### src/rtl/fetch_pkg.sv
//------------------------------------------------------------------------------
// fetch_pkg : shared types and constants for the RV32I instruction-fetch stage
// Rev 1.0
//------------------------------------------------------------------------------
`default_nettype none

package fetch_pkg;

  localparam logic [31:0] NOP_INSTR = 32'h0000_0013;

  typedef enum logic [0:0] {
    FETCH = 1'b0,
    DROP  = 1'b1
  } fetch_state_t;

  typedef struct packed {
    logic [31:0] instr;
    logic [31:0] pc;
    logic [31:0] pc_plus_4;
  } fetch_entry_t;

endpackage

`default_nettype wire

### src/rtl/fetch_skid_buf.sv
//------------------------------------------------------------------------------
// fetch_skid_buf : two-entry main/skid buffer for fetched instructions
// Rev 1.0
//------------------------------------------------------------------------------
`default_nettype none

module fetch_skid_buf
  import fetch_pkg::*;
(
  input  logic         clk,
  input  logic         rst,
  input  logic         flush,
  input  logic         push,
  input  fetch_entry_t push_entry,
  input  logic         pop,
  output fetch_entry_t main_entry,
  output logic         main_valid,
  output logic         skid_valid
);

  fetch_entry_t main_q, main_d;
  fetch_entry_t skid_q, skid_d;
  logic         main_valid_q, main_valid_d;
  logic         skid_valid_q, skid_valid_d;

  always_comb begin
    main_d       = main_q;
    skid_d       = skid_q;
    main_valid_d = main_valid_q;
    skid_valid_d = skid_valid_q;
    if (flush) begin
      main_valid_d = 1'b0;
      skid_valid_d = 1'b0;
    end else begin
      // Retire main first so an incoming push sees the freed slot.
      if (pop) begin
        main_valid_d = skid_valid_q;
        skid_valid_d = 1'b0;
        if (skid_valid_q) begin
          main_d = skid_q;
        end
      end
      if (push) begin
        if (!main_valid_d) begin
          main_d       = push_entry;
          main_valid_d = 1'b1;
        end else begin
          skid_d       = push_entry;
          skid_valid_d = 1'b1;
        end
      end
    end
  end

  always_ff @(posedge clk or posedge rst) begin
    if (rst) begin
      main_q       <= '0;
      skid_q       <= '0;
      main_valid_q <= 1'b0;
      skid_valid_q <= 1'b0;
    end else begin
      main_q       <= main_d;
      skid_q       <= skid_d;
      main_valid_q <= main_valid_d;
      skid_valid_q <= skid_valid_d;
    end
  end

  assign main_entry = main_q;
  assign main_valid = main_valid_q;
  assign skid_valid = skid_valid_q;

endmodule

`default_nettype wire

### src/rtl/fetch_stage.sv
//------------------------------------------------------------------------------
// fetch_stage : RV32I IF stage - PC, imem req/ack handshake, redirect, IF/ID feed
// Rev 1.0
//------------------------------------------------------------------------------
`default_nettype none

module fetch_stage
  import fetch_pkg::*;
#(
  parameter int          DATA_WIDTH = 32,
  parameter logic [31:0] RESET_PC   = 32'h0000_0000
) (
  input  logic                  clk,
  input  logic                  rst,
  input  logic                  StallF,
  input  logic                  PCSrcE,
  input  logic [DATA_WIDTH-1:0] PCTargetE,
  output logic                  imem_req,
  output logic [DATA_WIDTH-1:0] imem_addr,
  input  logic                  imem_ack,
  input  logic [DATA_WIDTH-1:0] imem_rdata,
  output logic [DATA_WIDTH-1:0] InstrF,
  output logic [DATA_WIDTH-1:0] PCF,
  output logic [DATA_WIDTH-1:0] PC_plus_4F,
  output logic                  ValidF
);

  localparam logic [DATA_WIDTH-1:0] WORD_MASK = ~DATA_WIDTH'(3);

  fetch_state_t          state_q, state_d;
  logic [DATA_WIDTH-1:0] pc_q, pc_d;
  logic [DATA_WIDTH-1:0] drop_addr_q, drop_addr_d;
  logic                  live_q;

  logic                  main_valid, skid_valid;
  fetch_entry_t          main_entry, push_entry;
  logic                  ack_taken, consume, push;
  logic [DATA_WIDTH-1:0] pc_word, target_word;

  assign pc_word     = pc_q & WORD_MASK;
  assign target_word = PCTargetE & WORD_MASK;
  assign ack_taken   = imem_req & imem_ack;
  assign consume     = main_valid & ~StallF & ~PCSrcE;
  assign push        = (state_q == FETCH) & ack_taken & ~PCSrcE;

  // State register; live_q keeps the request low while reset is held.
  always_ff @(posedge clk or posedge rst) begin
    if (rst) begin
      state_q     <= FETCH;
      pc_q        <= RESET_PC & WORD_MASK;
      drop_addr_q <= '0;
      live_q      <= 1'b0;
    end else begin
      state_q     <= state_d;
      pc_q        <= pc_d;
      drop_addr_q <= drop_addr_d;
      live_q      <= 1'b1;
    end
  end

  always_comb begin
    state_d = state_q;
    case (state_q)
      FETCH:   if (PCSrcE && imem_req && !imem_ack) state_d = DROP;
      DROP:    if (imem_ack) state_d = FETCH;
      default: state_d = FETCH;
    endcase
  end

  always_comb begin
    imem_req  = 1'b0;
    imem_addr = pc_word;
    if (live_q) begin
      case (state_q)
        FETCH: begin
          imem_req  = ~skid_valid;
          imem_addr = pc_word;
        end
        DROP: begin
          imem_req  = 1'b1;
          imem_addr = drop_addr_q;
        end
        default: begin
          imem_req  = 1'b0;
          imem_addr = pc_word;
        end
      endcase
    end
  end

  // The abandoned address must stay on the bus while PC already points at the target.
  always_comb begin
    pc_d        = pc_q;
    drop_addr_d = drop_addr_q;
    if (PCSrcE) begin
      pc_d = target_word;
      if (state_q == FETCH) begin
        drop_addr_d = imem_addr;
      end
    end else if (push) begin
      pc_d = pc_word + DATA_WIDTH'(4);
    end
  end

  always_comb begin
    push_entry           = '0;
    push_entry.instr     = imem_rdata;
    push_entry.pc        = pc_word;
    push_entry.pc_plus_4 = pc_word + DATA_WIDTH'(4);
  end

  fetch_skid_buf u_buf (
    .clk        (clk),
    .rst        (rst),
    .flush      (PCSrcE),
    .push       (push),
    .push_entry (push_entry),
    .pop        (consume),
    .main_entry (main_entry),
    .main_valid (main_valid),
    .skid_valid (skid_valid)
  );

  assign ValidF     = main_valid;
  assign InstrF     = main_valid ? main_entry.instr : NOP_INSTR;
  assign PCF        = main_entry.pc;
  assign PC_plus_4F = main_entry.pc_plus_4;

endmodule

`default_nettype wire
### config.mk
export PLATFORM = sky130hd
export DESIGN_NAME = fetch_stage
export DESIGN_NICKNAME = d
export VERILOG_FILES = /design/src/rtl/fetch_pkg.sv /design/src/rtl/fetch_skid_buf.sv /design/src/rtl/fetch_stage.sv
export SDC_FILE = /design/constraint.sdc
export NUM_CORES = 1
export LEC_CHECK = 0
export CORE_MARGIN = 2
export CORE_UTILIZATION = 49
export DETAILED_ROUTE_END_ITERATION = 16
export PLACE_DENSITY = 0.87
export SYNTH_ARGS = -nofsm -noshare
export SYNTH_HDL_FRONTEND = slang
export SYNTH_SLANG_ARGS = --single-unit
export TNS_END_PERCENT = 1
### constraint.sdc
create_clock -name clk -period 8.1 [get_ports clk]
set_input_delay 0.81 -clock clk [delete_from_list [all_inputs] [get_ports clk]]
set_output_delay 0.81 -clock clk [all_outputs]
set_load 0.005 [all_outputs]
==> flow_summary.toml <==
[timing]
fin_tns_setup_ns = 0
holdWs_ns = 0.465
finalMaxSlewViolations = 0
tightest_slew_ns = 1.18
period_needed_ns = 3.22
fin_ws_ns = 4.88
hold_violations = 0
finClkSkew_ns = 0.0151
setup_viol = 0
relSlewSlack = 0.215
finalCritPeriodShare = 0.397
rsz0062_at_grt = "false"
fmax_mhz = 311

[synthesis]
async_reset_ff_frac = 1.00
synth_top_area_share = 0.518
synth-main-ff-cell = "dfrtp_1"
synthCells = 1246
synth_edf_count = 0
syn_area_sq_mm = 0.0123
synth_area_per_cell_sq_um = 9.86
yosysSeqAreaShare = 0.518
yosysUniqueCellTypes = 48
yosys.area.top_type = "dfrtp_1"
yosysWarnings = 0
ys_ff_latch = 254
ys_top_cells_by_area = "dfrtp_1 52%, nand2_1 11%, mux2_2 5.7%, buf_4 4.6%, mux2i_1 4.0%"
synthesis.nets = 1316

[final_layout]
multiInputGateArea_sq_mm = 0.00496
fin_cells = 1659
finalCoreUtilization = 0.599
design_area_sq_mm = 0.0147
antenna-diode-count = 0
nFillCells = 1901
seq_area_sq_mm = 0.00636
final_layout_size_suffix_gt1_frac = 0.101
fin_nets = 1389
syn_to_final_growth_pct = 19.4

[detailed_routing]
postRouteAntennaNets = 0
detail_route.iter0.violations = 770
wl_per_cell_um = 17.5
vias = 8958
drc_errors = 0
drt-pass1-iter-count = 5
wl_um = 29000
viasPerCell = 5.40

[die]
core-area_sq_mm = 0.0245
dieWidth_um = 162
num_rows = 57
die_h_um = 162
die_area_sq_mm = 0.0263
initial_utilization = 0.502
io-pin-count = 199

[worst_hold_path]
holdPathEnd = "u_buf.main_entry[95]"
hp-class = "flip-flop to flip-flop"
holdPathStages = 2
hp-start = "u_buf.main_entry[95]"

[setup_path]
crit_type = "primary input to flip-flop"
r2r_setup_slack_ns = 5.25
crit_arrival_ns = 3.58
reg2reg_to = "u_buf.main_entry[91]"
critPathRequiredTime_ns = 8.46
cp_max_fo = 69
r2r_start = "u_buf.skid_valid"
reg2reg_depth = 5
startpoint_type = "primary input"
cp-end-kind = "flip-flop"

[power]
switching_share = 0.263
clockPowerShare = 0.342
p_sw_mw = 0.925
power.total_mw = 3.52
p_leak_nw = 6.40
intPower_mw = 2.59
max-vdd-ir-drop_mv = 0.139
pwr-share-comb = 0.182
seqPwrFrac = 0.476
powerDensity_mw_per_mm2 = 240

[clocking]
cts_setup_buffers = 0
cts_buffers = 26
cts-root-buf = "clkbuf_16"
cts_tree = "done"
cts_buffer_depth = 3
clock_sinks = 254
cts_max_level = 1
ctsHoldBuffers = 0
cts.repair.resized = 0
clk_pin_slew_ns = 0.06
clock_latency_ns = 0.53

[place]
io_buffers = 196
detailedPlacementHpwl_um = 18900
dp.cells = 1615
placed_area_sq_mm = 0.0138
pre_cts_ws_ns = 4.36
gp_congestion = 0.838

[global_route]
grt_pass1_vias = 8887
grt_overflow = 0
antenna_found_initial = 0
grt_max_degree = 145
grt_pass1_wl_um = 46600
grt_use_total = 0.220

[outcome]
status = "finished, final reports clean"

[flow_run]
cap_violations = 0
[worst max path at each step]
stage	cells past startpoint	to	from
2_1_floorplan	1	drop_addr_q[0]	rst
3_3_place_gp	7	u_buf.main_entry[86]	StallF
3_5_place_dp	7	u_buf.main_entry[91]	StallF
4_1_cts	7	u_buf.main_entry[91]	StallF
5_1_grt	8	u_buf.main_entry[8]	StallF
6_report	7	u_buf.main_entry[91]	StallF
[final cells by class]
| class | count | share of cell area |
|---|---|---|
| tap | 324 | 0.0276 |
| clock buffer | 42 | 0.0574 |
| sequential | 254 | 0.434 |
| inverter | 5 | 0.00179 |
| timing repair buffer | 207 | 0.139 |
| multi-input combinational | 825 | 0.338 |
| clock inverter | 2 | 0.00239 |
[cell families after synthesis]
kind of cell | after synthesis | synth area share
muxes | 112 | 0.0977
and+or+nand+nor | 480 | 0.179
adders and majority gates | 1 | 0.00102
other | 1 | 0.000305
xor gates and xnor gates | 57 | 0.0406
AOI/OAI and AO/OA | 174 | 0.0826
buffers and inverters | 167 | 0.0809
DFF | 254 | 0.518
[placed cells by master (no fill, tap or decap), drive strengths merged]
cell type and n:
o221ai 5, clkinv 1, bufinv 1, a21boi 1
nand2b 4, and3 4, mux2i 49, dfrtp 254
o31ai 1, a221o 4, conb 1, a211oi 1
or3 1, nor3b 2, nor4 6, o21ai 123
inv 5, nand2 352, nor2b 4, nand4bb 1
nand4 14, mux2 63, and2 33, o22ai 1
nand3 23, clkdlybuf4s50 195, xor2 35, nor3 12
a22oi 33, buf 12, and4bb 1, and4 2
a21oi 5, xnor2 22, nor2 20, nand3b 1
ha 1, clkbuf 42
[power groups by stage]
| stage | logic [mW] | registers (mW) | clock network (mW) |
|---|---|---|---|
| final | 0.641 | 1.67 | 1.20 |
| after global routing | 0.713 | 1.70 | 1.27 |
| after CTS | 0.652 | 1.67 | 1.22 |
| after detailed placement | 0.645 | 1.69 | 0 |
| after global placement | 0.621 | 1.67 | 0 |
| after floorplan | 0.460 | 1.61 | 0 |
[synthesized netlist by cell type, types with 2 or more instances]
cell and number:
a21oi_1 5, a221o_1 4, a22oi_1 33, and2_1 33, and3_1 4, and4_1 2, buf_1 3, buf_2 34
buf_4 76, buf_6 3, clkbuf_1 45, dfrtp_1 254, inv_1 5, mux2_2 62, mux2i_1 49, nand2_1 352
nand2b_1 4, nand3_1 22, nand4_1 12, nand4_4 2, nor2_1 19, nor2b_1 4, nor3_1 6, nor3_2 6
nor4_1 2, nor4_4 3, o21ai_0 95, o21ai_1 28, o221ai_1 5, xnor2_1 22, xor2_1 35
[state kept, by name, summed over array words and instances, names as in the netlist]
signal / flops
pc_q: 30
u_buf.skid_q: 92
state_q: 1
drop_addr_q: 32
live_q: 1
u_buf.main_valid: 1
u_buf.main_entry: 96
u_buf.skid_valid: 1
[routing by layer]
metal | share of wire | GRT usage | vias up
met1 | 0.44 | 0.305 | 4362
met5 | 0 | 0 | -
li1 | - | - | 4211
met2 | 0.46 | 0.356 | 337
met4 | 0.028 | 0.0740 | 0
met3 | 0.066 | 0.0363 | 48
[critical path: stages]
cell	delay, ns
clkdlybuf4s50_1	0.55
nand2b_1	0.16
nor3b_2	0.05
buf_4	0.35
nor2_8	0.74
buf_4	0.65
o21ai_0	0.22
Power figures use the tool's default switching activity.
